$ cat src/rtl/bus_target_decoder.sv
// Purpose: target-side decoder behind the bus arbiter; selects one target, waits for its ack, commits writes / returns reads.
// Latency: tgt_sel one clock after the addressvalid rise, TargetReady two clocks after tgt_sel with ack tied high; strobes one clock after DataStrobe.
// Backpressure: TargetReady holds until DataStrobe; Error, DataStrobe before ack, or addressvalid falling aborts to DONE with no strobes.
module bus_target_decoder #(
  parameter int ADDR_WIDTH     = 16,
  parameter int DATA_WIDTH     = 16,
  parameter int TARGET_NUMBER  = 4,
  parameter int TARGET_SEL_LSB = 12
) (
  input  logic                              clock,
  input  logic                              reset,
  input  logic                              addressvalid,
  input  logic [ADDR_WIDTH-1:0]             bus_addr,
  input  logic                              bus_wr,
  input  logic [DATA_WIDTH-1:0]             bus_wdata,
  output logic                              TargetReady,
  input  logic                              DataStrobe,
  input  logic                              Error,
  output logic [TARGET_NUMBER-1:0]          tgt_sel,
  input  logic [TARGET_NUMBER-1:0]          tgt_ack,
  output logic [TARGET_SEL_LSB-1:0]         tgt_addr,
  output logic [DATA_WIDTH-1:0]             tgt_wdata,
  output logic [TARGET_NUMBER-1:0]          tgt_wr_strobe,
  input  logic [TARGET_NUMBER*DATA_WIDTH-1:0] tgt_rdata,
  output logic [DATA_WIDTH-1:0]             bus_rdata,
  output logic                              rdata_valid,
  output logic                              err_sticky,
  output logic [ADDR_WIDTH-1:0]             err_addr,
  input  logic                              err_clear
);

  localparam int IDX_WIDTH = ADDR_WIDTH - TARGET_SEL_LSB;

  typedef enum logic [2:0] {
    IDLE,
    SELECT,
    WAIT_ACK,
    READY,
    DONE
  } state_t;

  state_t                  state;
  logic                    avD;
  logic                    wrQ;
  logic [ADDR_WIDTH-1:0]   addrQ;

  logic [IDX_WIDTH-1:0]     idx;
  logic [TARGET_NUMBER-1:0] decSel;
  logic                     cycleStart;
  logic                     ackHit;
  logic                     abortReq;
  logic [DATA_WIDTH-1:0]    rdMux;

  assign idx        = bus_addr[ADDR_WIDTH-1:TARGET_SEL_LSB];
  assign cycleStart = addressvalid & ~avD;
  // tgt_sel is already the one-hot of the captured index (all-zero when unmapped),
  // so masking with it picks only the selected target's ack and never matches for unmapped.
  assign ackHit     = |(tgt_ack & tgt_sel);
  assign abortReq   = ~addressvalid | Error | DataStrobe;

  // One-hot decode of the index field; an out-of-range index yields all zeros (unmapped).
  always_comb begin
    decSel = '0;
    for (int i = 0; i < TARGET_NUMBER; i++) begin
      decSel[i] = (idx == IDX_WIDTH'(i));
    end
  end

  // Read-data mux driven by the held one-hot select.
  always_comb begin
    rdMux = '0;
    for (int i = 0; i < TARGET_NUMBER; i++) begin
      if (tgt_sel[i]) begin
        rdMux = rdMux | tgt_rdata[i*DATA_WIDTH +: DATA_WIDTH];
      end
    end
  end

  // Transfer FSM with registered outputs; strobes default to a single clock.
  always_ff @(posedge clock) begin
    if (reset) begin
      state         <= IDLE;
      avD           <= 1'b0;
      wrQ           <= 1'b0;
      addrQ         <= '0;
      TargetReady   <= 1'b0;
      tgt_sel       <= '0;
      tgt_addr      <= '0;
      tgt_wdata     <= '0;
      tgt_wr_strobe <= '0;
      bus_rdata     <= '0;
      rdata_valid   <= 1'b0;
    end else begin
      avD           <= addressvalid;
      tgt_wr_strobe <= '0;
      rdata_valid   <= 1'b0;
      case (state)
        IDLE: begin
          if (cycleStart) begin
            addrQ     <= bus_addr;
            wrQ       <= bus_wr;
            tgt_addr  <= bus_addr[TARGET_SEL_LSB-1:0];
            tgt_wdata <= bus_wdata;
            tgt_sel   <= decSel;
            // Unmapped skips the settle clock and parks until the arbiter times out.
            state     <= (|decSel) ? SELECT : WAIT_ACK;
          end
        end
        SELECT: begin
          if (abortReq) begin
            tgt_sel <= '0;
            state   <= DONE;
          end else begin
            state   <= WAIT_ACK;
          end
        end
        WAIT_ACK: begin
          // Abort has priority over a coincident ack.
          if (abortReq) begin
            tgt_sel <= '0;
            state   <= DONE;
          end else if (ackHit) begin
            TargetReady <= 1'b1;
            if (!wrQ) begin
              bus_rdata <= rdMux;
            end
            state <= READY;
          end
        end
        READY: begin
          if (!addressvalid || Error) begin
            TargetReady <= 1'b0;
            tgt_sel     <= '0;
            state       <= DONE;
          end else if (DataStrobe) begin
            // tgt_sel stays up for the strobe clock and drops in DONE.
            TargetReady <= 1'b0;
            if (wrQ) begin
              tgt_wr_strobe <= tgt_sel;
            end else begin
              rdata_valid <= 1'b1;
            end
            state <= DONE;
          end
        end
        DONE: begin
          TargetReady <= 1'b0;
          tgt_sel     <= '0;
          if (!addressvalid) begin
            state <= IDLE;
          end
        end
        default: state <= IDLE;
      endcase
    end
  end

  // Sticky time-out record; the first failing address is kept, and a set beats a coincident clear.
  always_ff @(posedge clock) begin
    if (reset) begin
      err_sticky <= 1'b0;
      err_addr   <= '0;
    end else if (Error) begin
      err_sticky <= 1'b1;
      if (!err_sticky) begin
        err_addr <= addrQ;
      end
    end else if (err_clear) begin
      err_sticky <= 1'b0;
      err_addr   <= '0;
    end
  end

endmodule

$ cat config.mk
export PLATFORM = sky130hd
export DESIGN_NAME = bus_target_decoder
export DESIGN_NICKNAME = d
export VERILOG_FILES = /design/src/rtl/bus_target_decoder.sv
export SDC_FILE = /design/constraint.sdc
export NUM_CORES = 1
export LEC_CHECK = 0
export CAP_MARGIN = 0
export CELL_PAD_IN_SITES_DETAIL_PLACEMENT = 0
export CELL_PAD_IN_SITES_GLOBAL_PLACEMENT = 1
export CORE_UTILIZATION = 30
export DETAILED_ROUTE_END_ITERATION = 10
export PLACE_DENSITY_LB_ADDON = 0.05
export SYNTH_ARGS = -nofsm -noshare
export SYNTH_HDL_FRONTEND = slang
export SYNTH_SLANG_ARGS = --single-unit
$ cat constraint.sdc
create_clock -name clock -period 4.35 [get_ports clock]
set_clock_uncertainty 0.2 [all_clocks]
set_input_delay 1.0875 -clock clock [delete_from_list [all_inputs] [get_ports clock]]
set_output_delay 1.0875 -clock clock [all_outputs]
set_load 0.05 [all_outputs]
==> impl_metrics.tcl <==
set metrics [dict create \
    status "completed" \
    dp.cells 672 \
    path_clk_slew_ns 0.06 \
    final_cell_mix "176 x clkdlybuf4s50_1, 80 x dfxtp_1, 76 x nand2_1" \
    wl_per_cell_um 15.5 \
    n_antenna_cell 0 \
    cts.htree.levels 3 \
    core_area_um2 10900 \
    cap_viol_max_count 0 \
    total_leakage_power_uw 0.00186 \
    rows 38 \
    dieHeight_um 109 \
    required_ns 4.38 \
    ys_types 37 \
    relSlewSlack_pct 41.9 \
    hold_viol 0 \
    cts_setup_buffers 0 \
    vias 3335 \
    fin_crit_sh_pct 72.1 \
    dr.first_iter.drc_count 118 \
    gp_congestion 0.781 \
    hpwlAfterDp_mm 7.50 \
    grt_pass1_wl_mm 16.7 \
    critPathBufInv 2 \
    endpoint_kind "register" \
    synthArstFlopShare_pct 0 \
    worst_slew_pin_slew_ns 0.872 \
    ios 178 \
    hold_buffers 0 \
    ant_nets 0 \
    finish.net_count 650 \
    worstSetupPathType "in -> reg" \
    syn_to_final_growth_pct 61.1 \
    layout.cells.most_common "clkdlybuf4s50_1" \
    final_max_slew_viol_count 0 \
    hp-class "reg -> reg" \
    cp_slowest_stage_delay_ns 0.58 \
    ys_ff_latch 80 \
    die_w_um 109 \
    drive_above_1_share_pct 8.04 \
    clock.fmax_mhz 319 \
    place_ws_ns 0.894 \
    path_cells "clkdlybuf4s50_1 -> or3b_4 -> a2111oi_4 -> buf_4 -> nor2_1 -> a311oi_1" \
    cts_tree "done" \
    io_buffers 177 \
    drcViolationCount 0 \
    grt_max_degree 46 \
    wirelength_mm 10.7 \
    start_util_pct 31.2 \
    yosysWarnings 0 \
    cts_max_path_buffers 2 \
    ys_seq_area_share_pct 47.0 \
    cp_max_fo 32 \
    vdd_drop_max_uv 191 \
    syn_area_um2 3410 \
    clkSinkCount 80 \
    startpoint_type "primary input" \
    numCtsBuffers 9 \
    grt_pass1_vias 3289 \
    powerDensity_nw_per_um2 365 \
    synthesis.instances 389 \
    synth_edf_count 0 \
    layout_setup_ws_ns 1.21 \
    cp_top_family "buffers and inverters" \
    cp.arrival_ns 3.17 \
    clkLatencyLatePin_ns 0.33 \
    syn_area_per_cell_um2 8.77 \
    root_buffer "clkbuf_16" \
    netlist_top_cells_area "dfxtp_1 47%, a22oi_1 11%, nand2_1 8.4%, a311oi_2 6.2%, a21oi_1 5.3%" \
    period_minus_slack_ns 3.14 \
    post_cts_resized 0 \
    yosysTopAreaCell "dfxtp_1" \
    slowest_stage "clkdlybuf4s50_1" \
    firstDrtPassIters 4 \
    final_cells 687 \
    gr-total-overflow 0 \
    tns_ns 0 \
    synth_fp_nets 496 \
    antenna_found_initial 0 \
    synth.top_cell.area_share_pct 47.0 \
    vias_per_cell 4.85 \
    synthFlopType "dfxtp_1" \
    setup_viol 0 \
    groute.usage.overall_pct 18.3 \
    rsz0062_at_grt "no" \
    dieArea_um2 11800 \
]
==> metal layers <==
metal	share of wire, %	global-route usage, %	wire length [um]	up-vias
li1	-	-	-	1680
met5	0	0	0	-
met1	45	22.7	4840	1534
met3	6.7	4.54	716	5
met2	47	31.3	5060	116
met4	0.62	5.12	66	0
==> cell families (layout without fill, tap and decap cells) <==
kind of cell	count (synthesis)	in the layout	synth area share, %
AND/OR/NAND/NOR	145	145	18.7
AO/OA/AOI/OAI	113	113	26.0
flip-flops	80	80	47.0
buffers and inverters	47	205	7.19
multiplexers	4	4	1.17
==> per-stage QoR <==
step / total power [uW] / area [um^2] / utilization, % / hold slack, ns
after global routing: 2100 / 5500 / 50.3 / 0.278
after floorplan: 1090 / 3410 / - / 0.237
after global placement: 1270 / 5200 / 47.5 / 0.242
final: 2000 / 5500 / 50.3 / 0.255
after detailed placement: 1280 / 5200 / 47.5 / 0.249
after CTS: 2030 / 5500 / 50.3 / 0.256
==> synth_stat cells (all sizes together), types with 2 or more instances <==
cell     number
nor3b         2
or3b          3
nand2b        2
a22oi        50
nor2         39
and3          2
buf          19
clkbuf       25
mux2i         4
dfxtp        80
nor3          3
a2111oi       5
and2          4
nand2        76
a311oi       16
a21oi        36
nand3         2
or3           2
o21ai         2
inv           3
nor2b         4
==> registers in the layout, indices dropped and copies added (netlist names), 3 cells and up <==
register,flops
tgt_addr,11
tgt_wdata,16
addrQ,5
tgt_wr_strobe,4
bus_rdata,16
err_addr,16
state,3
tgt_sel,4
==> worst reg2reg max path, cell delays in order (launching register included) <==
cell and delay [ns]:
dfxtp_1 0.56, or3b_2 0.54, a2111oi_4 0.21, buf_4 0.41, nor2_1 0.10, a311oi_1 0.25
==> where the power goes <==
part	switching, uW	internal [uW]
clock network	292	457
registers	34.8	774
logic	253	195
total	579	1420
==> worst paths after layout <==
check | from | end | slack, ns | depth (start not counted)
worst min register to register | tgt_wdata[13] | tgt_wdata[13] | 0.25 | 2
worst max register to register | state[1] | bus_rdata[1] | 1.99 | 5
worst max-delay path | addressvalid | bus_rdata[1] | 1.21 | 6
worst min-delay path | tgt_wdata[13] | tgt_wdata[13] | 0.25 | 2
==> area by class of cell <==
type	count	area, um^2
fill	1088	5440
tap	140	175
timing repair buffer	187	1840
clock buffer	10	239
sequential	80	1600
clock inverter	5	57.6
inverter	3	11.3
multi-input combinational	262	1570
No activity file was read; power rests on OpenSTA's default activity.
